<file path="src/rtl/wb_dma_pkg.sv">
// wb_dma_pkg: register offsets, CTRL bit indices and FSM states shared by the wb_dma_copy slice
package wb_dma_pkg;
  localparam logic [3:0] OFF_SRC  = 4'h0;
  localparam logic [3:0] OFF_DST  = 4'h4;
  localparam logic [3:0] OFF_LEN  = 4'h8;
  localparam logic [3:0] OFF_CTRL = 4'hC;
  localparam int CTRL_START  = 0;
  localparam int CTRL_BUSY   = 1;
  localparam int CTRL_DONE   = 2;
  localparam int CTRL_ERR    = 3;
  localparam int CTRL_IRQ_EN = 4;
  typedef enum logic [2:0] {IDLE, RD_REQ, RD_WAIT, WR_REQ, WR_WAIT, FINISH, ABORT} state_t;
endpackage

</file>
<file path="src/rtl/wb_dma_regs.sv">
// wb_dma_regs: register responder (SRC/DST/LEN/CTRL); irq_o exists only when WB_DMA_IRQ_EN is defined
module wb_dma_regs
  import wb_dma_pkg::*;
#(
  parameter logic [31:0] BASE_ADR = 32'h1000_8020,
  parameter int          LEN_W    = 16
) (
  input  logic             wb_clk_i,
  input  logic             wb_rst_i,
  input  logic             s_wb_cyc_i,
  input  logic             s_wb_stb_i,
  input  logic             s_wb_we_i,
  input  logic [31:0]      s_wb_adr_i,
  input  logic [31:0]      s_wb_dat_i,
  input  logic [3:0]       s_wb_sel_i,
  output logic             s_wb_stall_o,
  output logic             s_wb_ack_o,
  output logic [31:0]      s_wb_dat_o,
  output logic             s_wb_err_o,
  input  logic             busy,
  input  logic             done_set,
  input  logic             err_set,
  output logic             start,
  output logic [31:0]      src,
  output logic [31:0]      dst,
  output logic [LEN_W-1:0] len
`ifdef WB_DMA_IRQ_EN
  ,
  output logic             irq_o
`endif
);
  logic [31:0] off, ctrl_rd, rd_data;
  logic req, hit, wr, wr_ctrl, done, err, irq_en;
  assign off = s_wb_adr_i - BASE_ADR;
  assign req = s_wb_cyc_i & s_wb_stb_i;
  assign hit = (off[31:4] == '0) && (off[1:0] == 2'b00) && (s_wb_sel_i == 4'hF);
  assign wr = req & hit & s_wb_we_i;
  assign wr_ctrl = wr && (off[3:0] == OFF_CTRL);
  assign s_wb_stall_o = 1'b0;
  // read mux; START always reads back as 0
  always_comb begin
    ctrl_rd = '0;
    ctrl_rd[CTRL_BUSY] = busy;
    ctrl_rd[CTRL_DONE] = done;
    ctrl_rd[CTRL_ERR] = err;
    ctrl_rd[CTRL_IRQ_EN] = irq_en;
    rd_data = off[3:0] == OFF_SRC ? src : off[3:0] == OFF_DST ? dst :
              off[3:0] == OFF_LEN ? 32'(len) : ctrl_rd;
  end
  // single-cycle ack/err, register writes (config frozen while busy), W1C status
  always_ff @(posedge wb_clk_i) begin
    if (wb_rst_i) begin
      s_wb_ack_o <= 1'b0;
      s_wb_err_o <= 1'b0;
      s_wb_dat_o <= '0;
      start <= 1'b0;
      src <= '0;
      dst <= '0;
      len <= '0;
      done <= 1'b0;
      err <= 1'b0;
    end else begin
      s_wb_ack_o <= req & hit;
      s_wb_err_o <= req & ~hit;
      s_wb_dat_o <= (req & hit & ~s_wb_we_i) ? rd_data : '0;
      start <= wr_ctrl & s_wb_dat_i[CTRL_START] & ~busy;
      done <= done_set | (done & ~(wr_ctrl & s_wb_dat_i[CTRL_DONE]));
      err <= err_set | (err & ~(wr_ctrl & s_wb_dat_i[CTRL_ERR]));
      if (wr && !busy && off[3:0] == OFF_SRC) src <= {s_wb_dat_i[31:2], 2'b00};
      if (wr && !busy && off[3:0] == OFF_DST) dst <= {s_wb_dat_i[31:2], 2'b00};
      if (wr && !busy && off[3:0] == OFF_LEN) len <= s_wb_dat_i[LEN_W-1:0];
    end
  end
`ifdef WB_DMA_IRQ_EN
  // interrupt enable bit and registered interrupt line
  always_ff @(posedge wb_clk_i) begin
    if (wb_rst_i) begin
      irq_en <= 1'b0;
      irq_o <= 1'b0;
    end else begin
      if (wr_ctrl) irq_en <= s_wb_dat_i[CTRL_IRQ_EN];
      irq_o <= irq_en & (done | err);
    end
  end
`else
  assign irq_en = 1'b0;
`endif
endmodule

</file>
<file path="src/rtl/wb_dma_copy.sv">
// wb_dma_copy: Wishbone word-copy initiator (SRC->DST, LEN words); define WB_DMA_IRQ_EN to add irq_o
module wb_dma_copy
  import wb_dma_pkg::*;
#(
  parameter logic [31:0] BASE_ADR = 32'h1000_8020,
  parameter int          LEN_W    = 16
) (
  input  logic        wb_clk_i,
  input  logic        wb_rst_i,
  input  logic        s_wb_cyc_i,
  input  logic        s_wb_stb_i,
  input  logic        s_wb_we_i,
  input  logic [31:0] s_wb_adr_i,
  input  logic [31:0] s_wb_dat_i,
  input  logic [3:0]  s_wb_sel_i,
  output logic        s_wb_stall_o,
  output logic        s_wb_ack_o,
  output logic [31:0] s_wb_dat_o,
  output logic        s_wb_err_o,
  output logic        m_wb_cyc_o,
  output logic        m_wb_stb_o,
  output logic        m_wb_we_o,
  output logic [31:0] m_wb_adr_o,
  output logic [31:0] m_wb_dat_o,
  output logic [3:0]  m_wb_sel_o,
  input  logic        m_wb_stall_i,
  input  logic        m_wb_ack_i,
  input  logic [31:0] m_wb_dat_i,
  input  logic        m_wb_err_i
`ifdef WB_DMA_IRQ_EN
  ,
  output logic        irq_o
`endif
);
  state_t state;
  logic start, busy, done_set, err_set;
  logic [31:0] src, dst, cur_src, cur_dst;
  logic [LEN_W-1:0] len, rem;
  assign busy = state != IDLE;
  assign done_set = state == FINISH || (state == IDLE && start && len == '0);
  assign err_set = state == ABORT;
  assign m_wb_sel_o = 4'hF;
  wb_dma_regs #(.BASE_ADR(BASE_ADR), .LEN_W(LEN_W)) u_regs (
    .wb_clk_i(wb_clk_i),
    .wb_rst_i(wb_rst_i),
    .s_wb_cyc_i(s_wb_cyc_i),
    .s_wb_stb_i(s_wb_stb_i),
    .s_wb_we_i(s_wb_we_i),
    .s_wb_adr_i(s_wb_adr_i),
    .s_wb_dat_i(s_wb_dat_i),
    .s_wb_sel_i(s_wb_sel_i),
    .s_wb_stall_o(s_wb_stall_o),
    .s_wb_ack_o(s_wb_ack_o),
    .s_wb_dat_o(s_wb_dat_o),
    .s_wb_err_o(s_wb_err_o),
    .busy(busy),
    .done_set(done_set),
    .err_set(err_set),
    .start(start),
    .src(src),
    .dst(dst),
    .len(len)
`ifdef WB_DMA_IRQ_EN
    ,
    .irq_o(irq_o)
`endif
  );
  // copy FSM; request states spend their first cycle with cyc low so every beat is its own bus cycle
  always_ff @(posedge wb_clk_i) begin
    if (wb_rst_i) begin
      state <= IDLE;
      m_wb_cyc_o <= 1'b0;
      m_wb_stb_o <= 1'b0;
      m_wb_we_o <= 1'b0;
      m_wb_adr_o <= '0;
      m_wb_dat_o <= '0;
      cur_src <= '0;
      cur_dst <= '0;
      rem <= '0;
    end else begin
      case (state)
        IDLE: if (start && len != '0) begin
          state <= RD_REQ;
          cur_src <= src;
          cur_dst <= dst;
          rem <= len;
        end
        RD_REQ: if (!m_wb_cyc_o) begin
          m_wb_cyc_o <= 1'b1;
          m_wb_stb_o <= 1'b1;
          m_wb_we_o <= 1'b0;
          m_wb_adr_o <= cur_src;
        end else if (!m_wb_stall_i) begin
          m_wb_stb_o <= 1'b0;
          state <= RD_WAIT;
        end
        RD_WAIT: if (m_wb_err_i) begin
          m_wb_cyc_o <= 1'b0;
          state <= ABORT;
        end else if (m_wb_ack_i) begin
          m_wb_cyc_o <= 1'b0;
          m_wb_dat_o <= m_wb_dat_i;
          state <= WR_REQ;
        end
        WR_REQ: if (!m_wb_cyc_o) begin
          m_wb_cyc_o <= 1'b1;
          m_wb_stb_o <= 1'b1;
          m_wb_we_o <= 1'b1;
          m_wb_adr_o <= cur_dst;
        end else if (!m_wb_stall_i) begin
          m_wb_stb_o <= 1'b0;
          state <= WR_WAIT;
        end
        WR_WAIT: if (m_wb_err_i) begin
          m_wb_cyc_o <= 1'b0;
          m_wb_we_o <= 1'b0;
          state <= ABORT;
        end else if (m_wb_ack_i) begin
          m_wb_cyc_o <= 1'b0;
          m_wb_we_o <= 1'b0;
          cur_src <= cur_src + 32'd4;
          cur_dst <= cur_dst + 32'd4;
          rem <= rem - LEN_W'(1);
          state <= rem == LEN_W'(1) ? FINISH : RD_REQ;
        end
        default: state <= IDLE;
      endcase
    end
  end
endmodule

</file>
<file path="config.mk">
export PLATFORM = sky130hd
export DESIGN_NAME = wb_dma_copy
export DESIGN_NICKNAME = d
export VERILOG_FILES = /design/src/rtl/wb_dma_pkg.sv /design/src/rtl/wb_dma_regs.sv /design/src/rtl/wb_dma_copy.sv
export SDC_FILE = /design/constraint.sdc
export NUM_CORES = 1
export LEC_CHECK = 0
export CAP_MARGIN = 20
export CORE_MARGIN = 2
export CORE_UTILIZATION = 39
export DETAILED_ROUTE_END_ITERATION = 16
export DONT_BUFFER_PORTS = 1
export HOLD_SLACK_MARGIN = 0.08
export SETUP_SLACK_MARGIN = 0.5
export SYNTH_ARGS = -nofsm -noshare
export SYNTH_HDL_FRONTEND = slang
export SYNTH_SLANG_ARGS = --single-unit
</file>
<file path="constraint.sdc">
create_clock -name wb_clk_i -period 3.3 [get_ports wb_clk_i]
set_input_delay 0.66 -clock wb_clk_i [delete_from_list [all_inputs] [get_ports wb_clk_i]]
set_output_delay 0.66 -clock wb_clk_i [all_outputs]
set_load 0.05 [all_outputs]
</file>
After elaboration in Yosys (flattened, before gate mapping)
Cells that the tools add are included.
{"block": "word_totals", "inputBits": 108, "ff_bits": 263}
{"block": "op_classes", "muxes": 37, "n_eq_ne": 24, "addsub": 4, "bitwise": 21, "reduce_logical": 35}
{"op": "$mux 32", "n": 10}
{"op": "$pmux 32 s2", "n": 3}
{"op": "$add 32x3->32 const B", "n": 2}
{"op": "$mux 16", "n": 4}
{"op": "$pmux 16 s2", "n": 1}
{"op": "$sub 32x29->32 const B", "n": 1}
{"op": "$mux 3", "n": 10}
{"op": "$logic_not 28->1", "n": 1}
{"op": "$ne 2x2->1 const B", "n": 9}
{"op": "$eq 16x1->1 const B", "n": 1}
{"op": "$logic_not 16->1", "n": 1}
{"op": "$reduce_bool 16->1", "n": 1}
{"op": "$sub 16x1->16 const B", "n": 1}
{"op": "$pmux 3 s5", "n": 1}
{"op": "$eq 4x4->1 const B", "n": 3}
{"op": "$and 1x1->1", "n": 11}
{"op": "$logic_and 1x1->1", "n": 10}
{"op": "$eq 3x3->1 const B", "n": 3}
{"op": "$not 1->1", "n": 8}
{"op": "$reduce_and 4->1", "n": 2}
{"op": "$reduce_and 7->1", "n": 1}
{"op": "$eq 3x2->1 const B", "n": 2}
{"op": "$mux 1", "n": 6}
{"op": "$ne 3x3->1 const B", "n": 2}
{"op": "19 further kinds", "n": 27}

Depth between registers and ports, before layout
Gate-level depths: netlist (run 1).
{"block": "depth", "ltp_word": 11, "depth_mapped": 11, "mapped_depth_nobuf": 9}

Cells and area by module
A second synthesis (run 1) with hierarchy kept.
{"block": "hier_totals", "cells_unflattened": 1653, "hier_area_um2": 13370.3}
{"mod": "wb_dma_copy", "cells_per_inst": 1030, "n_inst": 1, "area_per_inst_um2": 8003.9, "seq_area_each_um2": 3002.9}
{"mod": "wb_dma_regs", "cells_per_inst": 623, "n_inst": 1, "area_per_inst_um2": 5366.4, "seq_area_each_um2": 2262.2}

Least setup slack after synthesis (run 1)
Ideal clock, no wire load.
{"block": "synth_timing", "path_type": "in2reg", "startpoint": "in s_wb_adr_i[5]", "endpoint": "reg u_regs.dst[10]", "required_ns": 3.174, "setup_time_ns": 0.126, "path_stages": 11, "path_slack_ns": 0.251, "t_arrival_ns": 2.923, "cell_sequence": "inv_1 > ha_1 > nand4b_1 > a2111oi_0 > nand3_1 > nor4_1 > nand4_1 > or4_1 > clkbuf_1 > buf_2 > mux2i_1"}
{"block": "synth_via", "elab_chain_len": 8}
{"item": "start: declaration", "line_no": "wb_dma_copy.sv:13", "text": "input logic [31:0] s_wb_adr_i,"}
{"item": "$sub 32x29->32", "line_no": "wb_dma_regs.sv:34", "text": "assign off = s_wb_adr_i - BASE_ADR;"}
{"item": "$logic_not 28->1", "line_no": "wb_dma_regs.sv:36", "text": "assign hit = (off[31:4] == '0) && (off[1:0] == 2'b00) && (s_wb_sel_i == 4'hF);"}
{"item": "$logic_and 1x1->1 (2 in a row)", "line_no": "wb_dma_regs.sv:36"}
{"item": "$and 1x1->1 (2 in a row)", "line_no": "wb_dma_regs.sv:37", "text": "assign wr = req & hit & s_wb_we_i;"}
{"item": "$logic_and 1x1->1 (2 in a row)", "line_no": "wb_dma_regs.sv:70", "text": "if (wr && !busy && off[3:0] == OFF_DST) dst <= {s_wb_dat_i[31:2], 2'b00};"}
{"item": "end signal: assignment", "line_no": "wb_dma_regs.sv:70"}
{"item": "end: declaration", "line_no": "wb_dma_regs.sv:25", "text": "output logic [31:0] dst,"}
No other way between the ends.
A chain may end at the register's enable or synchronous reset.

Final worst setup path (run 1)
{"block": "layout_timing", "startpoint": "in s_wb_adr_i[5]", "endpoint": "reg u_regs.dst[26]"}
The elaborated chain is that of the path after synthesis.

==> results of run 1 <==
-- critical path, delay by kind of cell --
kind | cells | cell delay (ns)
compound gates | 1 | 0.35
fa+ha+maj | 1 | 0.26
simple gates | 5 | 1.39
buf+inv | 2 | 0.24
mux | 1 | 0.15
-- stage by stage --
stage / hold slack [ns] / utilization (%)
after floorplan: 0.444 / -
after global placement: 0.454 / 41.6
after detailed placement: 0.471 / 41.6
after CTS: 0.193 / 44.4
after global routing: 0.194 / 44.6
final: 0.249 / 44.6
-- Yosys cell counts (5+ instances only) --
cell | instances | area, sq um
nand2b_1 | 115 | 719
a21o_1 | 7 | 52.6
o211ai_1 | 5 | 37.5
inv_1 | 17 | 63.8
or3_1 | 8 | 50.1
a22oi_1 | 25 | 188
ha_1 | 5 | 62.6
and2_1 | 7 | 43.8
dfxtp_1 | 258 | 5160
a31oi_1 | 7 | 43.8
o21ai_0 | 68 | 340
nor4_2 | 17 | 213
a311oi_1 | 35 | 307
nor2b_1 | 8 | 50.1
nand2_1 | 199 | 747
and3_1 | 12 | 75.1
o22ai_1 | 16 | 100
nor2_1 | 148 | 556
buf_2 | 9 | 45.0
buf_4 | 7 | 52.6
a211oi_1 | 43 | 323
clkbuf_1 | 113 | 424
mux2i_1 | 95 | 951
a21oi_1 | 133 | 666
buf_1 | 6 | 22.5
o31ai_1 | 8 | 60.1
nor4_1 | 19 | 119
or4_1 | 6 | 45.0
nor3_1 | 48 | 240
a221oi_1 | 5 | 43.8
nand3_1 | 65 | 325
nand4_1 | 22 | 138
and4_1 | 7 | 61.3
nor3b_1 | 6 | 45.0
-- sequential cells by signal, indices dropped and copies added (netlist names), 3 cells and up --
register and count:
m_wb_dat_o 32, u_regs.s_wb_dat_o 32, m_wb_adr_o 31, cur_dst 30, cur_src 30, u_regs.dst 30
u_regs.src 30, rem 16, u_regs.len 16, state 3
-- routing by layer --
metal  global-route usage (%)  vias up  wire length (um)
li1                         -     5631                 -
met1                     31.8     5388             18300
met2                     32.9      354             17300
met3                     4.32       38              2800
met4                     3.65        0               491
met5                        0        -                 0
-- placed cells by master, fill, tap and decap left out, types with 6 or more instances in the layout --
| cell | count |
|---|---|
| a211oi_1 | 43 |
| clkbuf_16 | 27 |
| or3_1 | 8 |
| a21oi_1 | 132 |
| and2_1 | 7 |
| and3_1 | 12 |
| a31oi_1 | 6 |
| o31ai_1 | 8 |
| inv_1 | 17 |
| nand2b_1 | 115 |
| buf_4 | 36 |
| o22ai_1 | 16 |
| buf_12 | 8 |
| o21ai_0 | 67 |
| a311oi_1 | 34 |
| nor2_1 | 145 |
| nand2_1 | 198 |
| clkbuf_1 | 7 |
| a21o_1 | 7 |
| mux2i_1 | 95 |
| and4_1 | 7 |
| nor3_2 | 17 |
| nand4_1 | 22 |
| nor4_1 | 14 |
| dfxtp_1 | 258 |
| nor4_2 | 22 |
| nor3_1 | 30 |
| a22oi_1 | 25 |
| nor2b_1 | 8 |
| nand3_1 | 65 |
-- area by class of cell --
type	count	area share (%)
clock buffers	37	5.12
clock inverters	12	1.16
inverters	17	0.440
multi-input cells	1194	50.9
flip-flops and latches	258	35.6
well taps	442	3.81
repair buffers	44	2.97
-- logic make-up (layout without fill, tap and decap cells) --
kind of cell / after synthesis / count (layout) / synth area share [%]
and+or+nand+nor: 706 / 706 / 28.2
buffers and inverters: 154 / 110 / 4.88
AOI/OAI and AO/OA: 380 / 380 / 18.8
DFF: 258 / 258 / 40.0
adders and majority gates: 5 / 5 / 0.484
other: 2 / 5 / 0.0581
xor gates and xnor gates: 3 / 3 / 0.203
muxes: 95 / 95 / 7.36
-- worst paths after layout --
path	cells after the start	end
setup / recovery	10	u_regs.dst[26]
hold / removal	2	m_wb_dat_o[23]
setup reg to reg	7	u_regs.dst[26]
hold reg to reg	2	u_regs.err
-- power by group through the flow --
stage               clock (W)  sequential (W)  combinational [W]
finish                0.00317         0.00383           0.000674
detailed placement          0         0.00392           0.000670
global route          0.00336         0.00386           0.000749
CTS                   0.00323         0.00385           0.000671
floorplan                   0         0.00384           0.000563
global placement            0         0.00391           0.000669
-- what timing repair did --
item | CTS | global route
setup buffers | 0 | 3
resized for setup | 0 | 7
endpoints found under the setup margin | 0 | 67
==> impl_results.md, run 1 <==
* Critical Path RT at approximately 3.7 ns
* CTS Buf Count at 27
* Outcome: completed
* DR vias/cell at about 5.7
* Clock network power share at between 40% and 50%
* First-pass DRT Iterations at 5
* Worst Path Arrival at between 3 and 4 ns
* WL final at around 39000 um
* Post-DP HPWL at between 20000 and 30000 um
* Yosys reg bits at roughly 260
* Proportion of layout cells with a drive suffix above 1 at roughly a tenth
* Grt ovf at 0
* CP max stage cell: or4_2
* Placed cell count at roughly 2000
* Placer Congestion at 0.875
* Fmax achieved at 377 MHz
* Setup crit end kind: register
* Fillers at ~3300
* Top FF cell, synth: dfxtp_1
* Pleak at 4.56 nW
* Count of cell types in the netlist at between 60 and 70
* Die H at 186 um
* Final WS setup at 0.647 ns
* DRC errors left at 0
* Gate power share at around 8.8%
* Switching share of total power at 30.0%
* IO Pins at between 200 and 250
* WS Path Type: in2reg
* EDFF count, synth at 0
* MaxCap Viol Count at 0
* Hold WC Path Type: in2reg
* Later-pin clock latency in the skew report at roughly 0.54 ns
* Slew HR at 25.8%
* Horiz. Die Dim at between 150 and 200 um
* Setup TNS at 0 ns
* Initial DRC Count at ~1200
* Count of hold-fix buffers inserted at cts at 0
* Syn Inst Count at 1603
* DP Area at around 14000 sq um
* Footprint of the multi-input gates at around 7400 sq um
* Maximum root-to-sink buffer count at 3
* Clock-pin slew on the worst setup and hold paths at around 0.060 ns
* Hold Startpoint: m_wb_dat_i[23]
* NetSw at around 0.0023 W
* Worst vdd rail ir drop at around 0.4 mV
* Fin crit share at 80.4%
* Internal Dissipation at about 0.0054 W
* Syn Std Cell Area at between 10000 and 15000 sq um
* Final hold violations at 0
* Critical register-to-register path startpoint: state[2]
* DIE AREA at between 30000 and 40000 sq um
* Worst path max stage delay at between 0.6 and 0.7 ns
* Core Region at 32500 sq um
* Number of global-route vias before repair at between 10000 and 15000
* Syn-to-layout area delta at 12.3%
* # diodes at 0
* DP Worst Slack at -0.0196 ns
* Design Area, Final at 14500 sq um
* Final min period at 2.65 ns
* Critical Path Fanout Max at 30
* DR vias at roughly 11000
* RSZ-0062 raised after global routing: no
* Initial antenna violation count at 0
* Slew Limit Fails at 0
* Startpoint types: primary input
* Post-synthesis async set-or-reset flop share at 0%
* Global-route wire length before repair at between 50000 and 60000 um
* GRT Total Usage at 21.6%
* Crit path cell chain: inv_1 -> ha_1 -> nand4b_1 -> a2111oi_2 -> nand3_1 -> nor4_2 -> nand4_1 -> or4_2 -> buf_12 -> mux2i_1
* Reg2reg setup slack at about 0.7 ns
* Clock Sinks at between 200 and 300
* Largest net degree at the start of global routing at about 260
* Final setup fails at 0
* CTS H-tree lvls at 1
* Nets at about 1700
* Seq pwr share at about half
* Port Buf Inserts at 0
* Pwr Total at between 0.007 and 0.008 W
* Row count at between 60 and 70
* Warnings from Yosys at 0
* Critical Path Source: s_wb_adr_i[5]
* Total power divided by cell area at 530 nW/um^2
* Reg area at 5160 sq um
* Initial Util at about two fifths
* Sequential share of the synthesized area at between 30% and 40%
* Syn avg cell area at between 8 and 9 sq um
* Residual antenna-violating net count after detailed routing at 0
* Clock Skew at ~0.022 ns
* CTS tree: done
* Least-Margin Pin Slew at around 1.1 ns
* Root buffer cell: clkbuf_16
* Wirelength per Cell at slightly below 20 um
* Layout Cells excl Fill at about 2000
(Power assumes the default switching activity.)
==> run 2, diff against run 1 <==
- clock period: 3.3 -> 2.2 ns (I/O delays scaled with it)
==> run 2 against run 1 <==
  * The flow now finishes with violations (negative setup slack)
  * Utilization increased by 16 points
  * First-iteration DRC count decreased by 18%
  * Combinational power increased to 3.4 times the previous value
  * Largest cell class unchanged
  * Largest power group unchanged
==> impl_results.md, run 2 (synthesis results as in run 1) <==
* Fillers at 2693 (was 3267)
* Port Buf Inserts at 0 (unchanged)
* Slew Limit Fails at 0 (unchanged)
* Biggest regs: m_wb_dat_o x32, u_regs.s_wb_dat_o x32, m_wb_adr_o x31 (unchanged)
* DRC errors left at 0 (unchanged)
* Hold Startpoint: wb_rst_i (was m_wb_dat_i[23])
* Root buffer cell: clkbuf_16 (unchanged)
* Wirelength per Cell at 22.5 um (was 19.4 um)
* Total power divided by cell area at 640 nW/um^2 (was 530 nW/um^2)
* Fin crit share at 108%
* Clock Skew at 0.0189 ns (was 0.0218 ns)
* Largest net degree at the start of global routing at 258 (unchanged)
* CTS Buf Count at 30 (was 27)
* Core Region at 32500 sq um (unchanged)
* Pwr Total at 0.0127 W (was 0.00768 W)
* Row count at 66 (unchanged)
* RSZ-0062 raised after global routing: yes (was no)
* Final min period at 2.38 ns
* Proportion of layout cells with a drive suffix above 1 at 37.9% (was 10.1%)
* Commonest non-fill, non-tap cell in the layout: dfxtp_1 (unchanged)
* Failing checks: negative setup slack
* Initial DRC Count at 945 (was 1152)
* WS Path Type: in2reg (unchanged)
* GRT Total Usage at 26.5% (was 21.6%)
* CTS tree: done (unchanged)
* Hold WS at 0.0881 ns (was 0.249 ns)
* Fin util at 61.0% (was 44.6%)
* Final WS setup at -0.179 ns (was 0.647 ns)
* Setup crit end kind: register (unchanged)
* Critical Path Fanout Max at 5 (was 30)
* DR vias/cell at 5.95 (was 5.69)
* Most frequent cells in the layout: 223 x dfxtp_1, 162 x nand2_1, 126 x buf_4 (was 258 x dfxtp_1, 198 x nand2_1, 145 x nor2_1)
* Placer Congestion at 0.870 (was 0.875)
* Initial Util at 39.7% (unchanged)
* DR vias at 13536 (was 11411)
* Post-DP HPWL at 28100 um (was 26900 um)
* Reg area at 5220 sq um (was 5160 sq um)
* Clock Sinks at 258 (unchanged)
* Least-Margin Pin Slew at 0.943 ns (was 1.11 ns)
* Syn-to-layout area delta at 53.7% (was 12.3%)
* Outcome: finished, violations left (was completed)
* Final hold violations at 0 (unchanged)
* Number of global-route vias before repair at 12826 (was 10440)
* Pleak at 6.65 nW (was 4.56 nW)
* MaxCap Viol Count at 0 (unchanged)
* CTS H-tree lvls at 1 (unchanged)
* Startpoint types: primary input (unchanged)
* Grt ovf at 0 (unchanged)
* Fmax achieved at 420 MHz
* Critical register-to-register path startpoint: state[2] (unchanged)
* Nets at 1926 (was 1655)
* Horiz. Die Dim at 186 um (unchanged)
* Global-route wire length before repair at 71900 um (was 60000 um)
* Later-pin clock latency in the skew report at 0.57 ns (was 0.54 ns)
* Clock-pin slew on the worst setup and hold paths at 0.06 ns (about the same)
* Hold WC Path Type: in2reg (unchanged)
* First-pass DRT Iterations at 6 (was 5)
* Maximum root-to-sink buffer count at 3 (unchanged)
* DIE AREA at 34600 sq um (unchanged)
* Slew HR at 37.2% (was 25.8%)
* WL final at 51100 um (was 38900 um)
* Worst vdd rail ir drop at 0.596 mV (was 0.395 mV)
* IO Pins at 214 (unchanged)
* Critical Path Source: s_wb_adr_i[8] (was s_wb_adr_i[5])
* Final setup fails at 97 (was 0)
* # diodes at 0 (unchanged)
* Worst Path Arrival at 2.84 ns (was 3.07 ns)
* Initial antenna violation count at 0 (unchanged)
* Die H at 186 um (unchanged)
* Critical Path RT at 2.66 ns (was 3.72 ns)
* Residual antenna-violating net count after detailed routing at 0 (unchanged)
* Footprint of the multi-input gates at 9350 sq um (was 7380 sq um)
[run 2: per-layer routing]
layer	vias to the layer above	global-route usage, %	routed length (um)
met5	-	0	0
met4	0	10.6	2230
met1	6699	31.8	20100
li1	6191	-	-
met3	107	4.34	3260
met2	539	46.9	25600
[run 2: through the flow]
| step | setup TNS [ns] | setup slack (ns) | instance area, sq um | std cells |
|---|---|---|---|---|
| CTS | -4.43 | -0.114 | 17900 | 2202 |
| detailed placement | -78.80 | -0.899 | 14500 | 2036 |
| finish | -6.74 | -0.179 | 19900 | 2275 |
| global route | -18.74 | -0.240 | 19900 | 2275 |
| global placement | -76.29 | -0.834 | 14500 | 2036 |
| floorplan | -53.85 | -0.564 | 13600 | 1606 |
[run 2: area by class of cell]
cell class | instances | area share, %
clock buffers | 38 | 4.03
clock inverters | 14 | 0.718
inverters | 17 | 0.359
multi-input cells | 1195 | 47.1
flip-flops and latches | 258 | 26.3
well taps | 442 | 2.79
repair buffers | 311 | 18.7
[run 2: path summary, 6_finish.rpt]
check,endpoint,slack (ns),cells after the start
max reg2reg,u_regs.src[23],0.06,11
min reg2reg,rem[4],0.46,2
min,rem[7],0.09,1
max,u_regs.src[23],-0.18,13
[run 2: power by group]
group          internal [W]  total (W)  switching, W
registers           0.00488    0.00555      0.000667
clock network       0.00280    0.00489       0.00209
logic              0.000958    0.00228       0.00132
[run 2: worst max-delay path, cell delays in order]
cell and delay (ns):
or4_4 0.57, buf_4 0.17, o211ai_1 0.29, buf_4 0.18
nor4_2 0.04, nor2_1 0.12, a21o_1 0.20, buf_6 0.15
nor4_2 0.04, buf_4 0.17, buf_12 0.14, buf_12 0.13
mux2i_4 0.17
[run 2: repair_timing]
action	4_1_cts	5_1_grt
hold buffers	47	33
endpoints found under the hold margin	196	98
buffers inserted	43	24
resized for setup	240	279
cloned	24	16
pin swaps	81	123
setup endpoints to repair	238	257
